`src/rtl/fft_frame_ctrl.sv`:
```
`default_nettype none
// +----------------------------------------------------------------------------+
// | fft_frame_ctrl                                                             |
// | Ping-pong framing of the FIR sample stream into 16-sample FFT frames.      |
// | Rev 1.0 - initial release                                                  |
// +----------------------------------------------------------------------------+
module fft_frame_ctrl #(
    parameter int FRAME_LEN    = 16,
    parameter int DW           = 16,
    parameter int TOTAL_FRAMES = 64
) (
    input  logic                    clk,
    input  logic                    rst,
    input  logic                    fir_valid,
    input  logic [DW-1:0]           fir_d,
    output logic                    frame_valid,
    input  logic                    frame_ready,
    output logic [FRAME_LEN*DW-1:0] frame_d,
    output logic [7:0]              frame_idx,
    output logic                    ovf,
    output logic                    done
);

    localparam int                 c_cnt_w     = $clog2(FRAME_LEN);
    localparam logic [c_cnt_w-1:0] c_last_word = c_cnt_w'(FRAME_LEN - 1);
    localparam logic [7:0]         c_total     = 8'(TOTAL_FRAMES);

    localparam logic [1:0] c_st_idle  = 2'd0;
    localparam logic [1:0] c_st_run   = 2'd1;
    localparam logic [1:0] c_st_drain = 2'd2;
    localparam logic [1:0] c_st_done  = 2'd3;

    logic [1:0]                        r_state;
    logic [1:0][FRAME_LEN-1:0][DW-1:0] r_bank;
    logic [1:0]                        r_full;
    logic                              r_wr_bank;
    logic                              r_rd_bank;
    logic [c_cnt_w-1:0]                r_wr_cnt;
    logic [7:0]                        r_fill_cnt;
    logic [7:0]                        r_sent_cnt;
    logic                              r_ovf;

    logic w_take_state;
    logic w_read_state;
    logic w_accept;
    logic w_drop;
    logic w_last;
    logic w_hs;

    // A full write bank blocks samples even if it is being drained this cycle.
    assign w_take_state = (r_state == c_st_idle) || (r_state == c_st_run);
    assign w_read_state = (r_state == c_st_run) || (r_state == c_st_drain);
    assign w_accept     = w_take_state && fir_valid && !r_full[r_wr_bank];
    assign w_drop       = w_take_state && fir_valid && r_full[r_wr_bank];
    assign w_last       = w_accept && (r_wr_cnt == c_last_word);
    assign w_hs         = frame_valid && frame_ready;

    assign frame_valid = w_read_state && r_full[r_rd_bank];
    assign frame_d     = r_bank[r_rd_bank];
    assign frame_idx   = r_sent_cnt;
    assign ovf         = r_ovf;
    assign done        = (r_state == c_st_done);

    always_ff @(posedge clk or posedge rst) begin
        if (rst) begin
            r_state    <= c_st_idle;
            r_bank     <= '0;
            r_full     <= '0;
            r_wr_bank  <= 1'b0;
            r_rd_bank  <= 1'b0;
            r_wr_cnt   <= '0;
            r_fill_cnt <= 8'd0;
            r_sent_cnt <= 8'd0;
            r_ovf      <= 1'b0;
        end else begin
            if (w_accept) begin
                r_bank[r_wr_bank][r_wr_cnt] <= fir_d;
                if (w_last) begin
                    r_full[r_wr_bank] <= 1'b1;
                    r_wr_bank         <= ~r_wr_bank;
                    r_wr_cnt          <= '0;
                    r_fill_cnt        <= r_fill_cnt + 8'd1;
                end else begin
                    r_wr_cnt <= r_wr_cnt + 1'b1;
                end
            end

            if (w_drop) begin
                r_ovf <= 1'b1;
            end

            // Fill and drain always target different banks, so both may update.
            if (w_hs) begin
                r_full[r_rd_bank] <= 1'b0;
                r_rd_bank         <= ~r_rd_bank;
                r_sent_cnt        <= r_sent_cnt + 8'd1;
            end

            case (r_state)
                c_st_idle: begin
                    if (fir_valid) begin
                        r_state <= c_st_run;
                    end
                end
                c_st_run: begin
                    if (w_last && ((r_fill_cnt + 8'd1) == c_total)) begin
                        r_state <= c_st_drain;
                    end
                end
                c_st_drain: begin
                    if (w_hs && ((r_sent_cnt + 8'd1) == c_total)) begin
                        r_state <= c_st_done;
                    end
                end
                default: begin
                    r_state <= r_state;
                end
            endcase
        end
    end

endmodule
`default_nettype wire

```
`config.mk`:
```
export PLATFORM = sky130hd
export DESIGN_NAME = fft_frame_ctrl
export DESIGN_NICKNAME = d
export VERILOG_FILES = /design/src/rtl/fft_frame_ctrl.sv
export SDC_FILE = /design/constraint.sdc
export NUM_CORES = 1
export LEC_CHECK = 0
export CELL_PAD_IN_SITES_DETAIL_PLACEMENT = 1
export CELL_PAD_IN_SITES_GLOBAL_PLACEMENT = 1
export CORE_MARGIN = 4
export CORE_UTILIZATION = 47
export DETAILED_ROUTE_END_ITERATION = 12
export GPL_TIMING_DRIVEN = 0
export PLACE_DENSITY_LB_ADDON = 0.1
export SYNTH_ARGS = -nofsm -noshare
export SYNTH_HDL_FRONTEND = slang
export SYNTH_SLANG_ARGS = --single-unit
```
`constraint.sdc`:
```
create_clock -name clk -period 25.6 [get_ports clk]
set_input_delay 5.12 -clock clk [delete_from_list [all_inputs] [get_ports clk]]
set_output_delay 5.12 -clock clk [all_outputs]
set_load 0.03 [all_outputs]
```
==> results of run 1 <==
-- cell type report --
class | count | area share, %
sequential | 539 | 45.9
multi-input combinational | 920 | 32.9
timing repair buffer | 290 | 10.1
clock buffer | 96 | 6.22
tap | 672 | 2.86
buffer | 122 | 1.69
clock inverter | 6 | 0.187
inverter | 11 | 0.166
-- kinds of logic after synthesis --
group,count (synthesis),synth area share [%]
compound gates,22,0.734
flops,539,56.9
xor+xnor,20,0.739
buf+inv,133,2.28
simple gates,92,1.91
fa+ha+maj,13,0.687
mux,773,36.7
-- state kept, by name (all words and copies together), names as in the netlist --
register,count
r_bank,512
frame_idx,8
r_fill_cnt,8
r_wr_cnt,4
r_full,2
r_state,2
ovf,1
r_rd_bank,1
r_wr_bank,1
-- cells in the final DEF, fill, tap and decap left out, types with 2 or more instances in the layout --
master / n
clkbuf_8: 17
clkdlybuf4s50_1: 286
clkbuf_1: 107
clkbuf_16: 61
mux2_2: 770
ha_1: 13
o21ai_0: 4
clkinv_2: 5
xnor2_1: 15
nand3_1: 11
buf_16: 4
and2_0: 2
o32ai_1: 2
nand3_2: 2
nor2_1: 10
nand4_1: 5
buf_2: 32
xor2_1: 5
nor3_1: 4
nand2_1: 41
and3_1: 2
dfrtp_1: 539
and2_1: 7
a21oi_1: 4
mux2i_1: 2
inv_1: 10
nor2b_1: 2
-- power groups by stage --
stage / registers, mW / clock network [mW] / logic (mW)
after CTS: 1.31 / 0.845 / 1.86
after detailed placement: 1.33 / 0 / 1.85
after global routing: 1.35 / 0.884 / 1.94
after global placement: 1.31 / 0 / 1.82
final: 1.32 / 0.829 / 1.85
after floorplan: 1.28 / 0 / 1.17
-- per-layer routing --
metal | vias to the layer above | GRT usage, % | wire (um)
met3 | 93 | 3.91 | 2820
met1 | 7896 | 35.0 | 31000
met4 | 6 | 6.28 | 1510
li1 | 6351 | - | -
met2 | 303 | 45.2 | 35400
met5 | - | 0 | 36
-- critical path, cell delays in order, from the launching register on --
cell and delay [ns]:
dfrtp_1 0.32, buf_2 0.22, clkbuf_1 0.62, buf_1 0.62
mux2_2 0.47, clkdlybuf4s50_1 0.61
-- worst max path at each step --
| stage | endpoint | slack [ns] | cells after the start |
|---|---|---|---|
| 6_report | frame_d[248] | 17.01 | 5 |
| 5_1_grt | frame_d[249] | 16.88 | 5 |
| 4_1_cts | frame_d[248] | 16.99 | 5 |
| 3_5_place_dp | frame_d[248] | 17.68 | 5 |
| 3_3_place_gp | r_bank[309] | -0.66 | 2 |
| 2_1_floorplan | frame_idx[0] | 5.41 | 1 |
==> results.ini, run 1 <==
[drt]
vias = 14600
drt_iter0_markers = 650
via_per_inst = 5.52
ant_nets = 0
drcViolationCount = 0
routedWlPerCell_um = 26.6
first_pass_iters = 4
drt_wl_total_um = 70700

[floorplanning]
io_pins = 287
die_y_um = 233
start_util_pct = 47.4
core_um2 = 50000
die_w_um = 233
die_area_um2 = 54100
num_rows = 82

[sta]
tightest_slew_ns = 1.05
finalSetupTns_ns = 0
hold_violations = 0
holdWs_ns = 0.500
skew_ns = 0.0142
drv_slew = 0
period_share_pct = 33.6
rsz0062_at_grt = no
period_minus_slack_ns = 8.59
setup_viol = 0
maxSlewHeadroom_pct = 29.8
fmax_mhz = 116
fin_ws_ns = 17.01

[placement]
hpwl_um = 49800
place_ws_ns = 17.68
dp_cells = 2554
port_buffers = 286
place_area_um2 = 27500
gp_congestion = 0.866

[logic_synthesis]
yosys-top-cells-count = mux2_2, dfrtp_1, clkbuf_1
syn_inst = 1592
ys_seq_elements = 539
yosysTopAreaCell = dfrtp_1
syn-num-nets = 1625
ys.flop_type = dfrtp_1
ys_warn_count = 0
async_reset_ff_share_pct = 100
netlist_top_cells_area = dfrtp_1, mux2_2, clkbuf_1
synth_edf_count = 0
yosys.cell_types.count = 42
synth_top_cell_area_share_pct = 56.9
yosysSeqAreaShare_pct = 56.9
syn_area_um2 = 23700
avgSynthCellArea_um2 = 14.9
synth.most_common_cell = mux2_2

[power]
leakage_nw = 13.8
vdd_drop_max_v = 0.0000907
power.switching_mw = 1.49
p_comb_share_pct = 46.2
p_per_area_nw_per_um2 = 136
switching_share_pct = 37.2
p_int_mw = 2.51
p_clk_share_pct = 20.8
seqPwrFrac_pct = 33.0
power_mw = 3.99

[hold_path]
hold_end = r_bank[350]
hold_depth = 1
hp-class = flop to flop
hp-start = r_bank[350]

[cts]
post_cts_resized = 0
post_cts_buffers = 0
cts_buffer_depth = 3
cts_buffers = 58
insertion_delay_ns = 0.61
hold_buffers = 0
cts-root-buf = clkbuf_16
path_clk_slew_ns = 0.06
cts_tree = built
htreeDepth = 2
cts.sinks = 539

[setup_path]
regToRegStartpoint = r_state[1]
endpoint_kind = output pin
required_ns = 20.48
worst_setup_path_start_kind = flop
cp_max_fo = 10
r2r_cells = 10
startpoint = r_rd_bank
r2r-end = r_bank[485]
critPathKind = flop to output pin
crit_arrival_ns = 3.47
r2r_slack_ns = 22.52

[cells_and_area]
multi_input_area_um2 = 9670
layout-drive-gt1-share_pct = 45.5
final_nets = 1975
fill_cells = 4776
postLayoutCoreUtil_pct = 58.8
area_delta_synth_final_pct = 24.1
finalInstanceArea_um2 = 29400
diodes = 0
final_cells = 2656
regArea_um2 = 13500

[global_routing]
antenna_found_initial = 3
grt_usage_pct = 26.1
grt_max_degree = 136
grt.overflow.total = 0
grt_pass1_wl_um = 106000
grt_pass1_vias = 16400

[status]
status = complete, no violations

[flow_run]
drv_cap = 0

Note: power is estimated with default switching activity, not from simulation.
==> run 2, diff against run 1 <==
- CORE_UTILIZATION: 47 -> 42
- clock period: 25.6 -> 7.64 ns (I/O delays scaled with it)
==> run 2 against run 1 <==
Flip-flop and latch count stayed put. Power grew to 3.3 times the previous value. Routed wire length is 2.0% higher. First-iteration DRC count is 9.7% lower. Setup slack worse by 14 ns. Worst hold slack worse by 0.00067 ns. Clock skew is 0.0031 ns higher. Clock-buffer cell count is 3 lower. Core utilization is 5.6 points lower. Clock power grew to 3.2 times the previous value. Non-clock buffer count is 10 higher. Critical endpoint unchanged.
==> results.ini, run 2 (synthesis gave the netlist of run 1 again) <==
[drt]
drt_iter0_markers = 587  ; -9.7%
drcViolationCount = 0  ; unchanged
routedWlPerCell_um = 26.3  ; -1.1%
ant_nets = 0  ; unchanged
first_pass_iters = 4  ; unchanged
drt_wl_total_um = 72100  ; +2.0%
via_per_inst = 5.27  ; -4.4%
vias = 14400  ; -1.4%

[global_routing]
grt.overflow.total = 0  ; unchanged
grtUsageMet2_pct = 41.2  ; -4.0 points
grt_usage_pct = 23.9  ; -2.2 points
grt_util_met3_pct = 3.24  ; -0.67 points
grt_max_degree = 45  ; -67%
globalRouteMet1Util_pct = 31.9  ; -3.1 points
antenna_found_initial = 1  ; -2
grt_busiest_layer = met2
grt_pass1_wl_um = 107000  ; +1.6%
grt_pass1_vias = 16300  ; -0.94%

[cells_and_area]
largest-register = r_bank
largest_reg_flops = 512  ; unchanged
diodes = 0  ; unchanged
final_cells = 2739  ; +3.1%
final_nets = 1985  ; +0.51%
final_cell_mix = mux2_2, dfrtp_1, clkdlybuf4s50_1
area_delta_synth_final_pct = 24.8
final_common_cell = mux2_2
layout-drive-gt1-share_pct = 45.5  ; about the same

[setup_path]
r2r_cells = 9  ; -1
required_ns = 6.11  ; -14.37 ns
r2r-end = r_bank[199]
critical_path_buf_inv_count = 4  ; unchanged
crit_end = frame_d[248]
worst_setup_path_start_kind = flop
r2r_slack_ns = 4.56  ; -17.96 ns
cp_num_cells = 5  ; unchanged
cp_max_fo = 10  ; unchanged
crit_family = buffers and inverters
regToRegStartpoint = r_state[1]
max_stage_delay_ns = 0.63  ; about the same
endpoint_kind = output pin
cp_cell_sequence = buf_2 > clkbuf_1 > buf_1 > mux2_2 > clkdlybuf4s50_1
slowest_stage = buf_1
critPathKind = flop to output pin
startpoint = r_rd_bank
crit_arrival_ns = 3.43  ; -0.04 ns

[sta]
hold_violations = 0  ; unchanged
tightest_slew_ns = 1.05  ; -0.00503 ns
setup_viol = 0  ; unchanged
fmax_mhz = 202
drv_slew = 0  ; unchanged
period_minus_slack_ns = 4.96
skew_ns = 0.0173  ; +0.00312 ns
rsz0062_at_grt = no
holdWs_ns = 0.499  ; -0.000674 ns
maxSlewHeadroom_pct = 30.2  ; +0.34 points
finalSetupTns_ns = 0  ; unchanged
period_share_pct = 64.9

[floorplanning]
die_w_um = 246  ; +5.6%
die_y_um = 246  ; +5.6%
start_util_pct = 42.7  ; -4.7 points
core_um2 = 55500  ; +11%
die_area_um2 = 60300  ; +11%
num_rows = 86  ; +4.9%
io_pins = 287  ; unchanged

[cts]
cts_tree = built
hold_buffers = 0  ; unchanged
cts_buffers = 58  ; unchanged
htreeDepth = 2  ; unchanged
cts.sinks = 539  ; unchanged
post_cts_buffers = 0  ; unchanged
insertion_delay_ns = 0.62  ; about the same
cts_buffer_depth = 3  ; unchanged
path_clk_slew_ns = 0.06  ; about the same
post_cts_resized = 0  ; unchanged
cts-root-buf = clkbuf_16

[placement]
hpwl_um = 51800  ; +3.8%
dp_cells = 2640  ; +3.4%
port_buffers = 286  ; unchanged
gp_congestion = 0.823  ; -5.0%

[flow_run]
drv_cap = 0  ; unchanged

[power]
vdd_drop_max_v = 0.000323  ; +260%
leakage_nw = 13.8  ; +0.17%
p_per_area_nw_per_um2 = 449  ; +230%
power_mw = 13.3  ; +230%

[status]
status = complete, no violations

[hold_path]
hp-class = flop to flop
hp-start = r_bank[387]

-- run 2: cell types whose count changed in the layout (fill, tap and decap cells not counted), sizes merged --
cell,delta
bufinv,-1
buf,+10
clkinv,+1
inv,-1
clkbuf,-3
clkinvlp,+1
-- run 2: final cells by class --
| cell class | instances | area, um2 |
|---|---|---|
| multi-input cells | 920 | 9670 |
| well taps | 748 | 936 |
| clock inverters | 6 | 52.6 |
| flip-flops and latches | 539 | 13500 |
| inverters | 11 | 45.0 |
| fillers | 5376 | 26000 |
| plain buffers | 122 | 498 |
| clock buffers | 93 | 1730 |
| repair buffers | 300 | 3150 |
-- run 2: worst min path at each step --
| stage | slack, ns | cells past startpoint | end |
|---|---|---|---|
| after global placement | 0.48 | 1 | r_bank[275] |
| after global routing | 0.51 | 1 | r_bank[507] |
| after detailed placement | 0.49 | 1 | r_bank[507] |
| after CTS | 0.50 | 1 | r_bank[479] |
| final | 0.50 | 1 | r_bank[387] |
| after floorplan | 0.47 | 1 | r_bank[256] |
-- run 2: where the power goes --
group / internal, mW / switching, mW / leakage [nW]
registers: 3.89 / 0.515 / 7.10
logic: 2.88 / 3.32 / 5.85
clock network: 1.54 / 1.13 / 0.875
total: 8.30 / 4.97 / 13.8
-- run 2: stage by stage --
stage / util (%) / instance area, um2 / setup WS (ns)
after global routing: 53.3 / 29600 / 2.52
after CTS: 53.3 / 29600 / 2.60
after floorplan: - / 23700 / -1.22
after detailed placement: 50.0 / 27800 / 3.26
final: 53.3 / 29600 / 2.68
after global placement: 49.5 / 27500 / -4.65
-- run 2: metal layers --
| metal | vias up | wire length (um) |
|---|---|---|
| met3 | 98 | 2870 |
| met5 | - | 7 |
| met4 | 2 | 1920 |
| met1 | 7672 | 31400 |
| li1 | 6379 | - |
| met2 | 294 | 35900 |
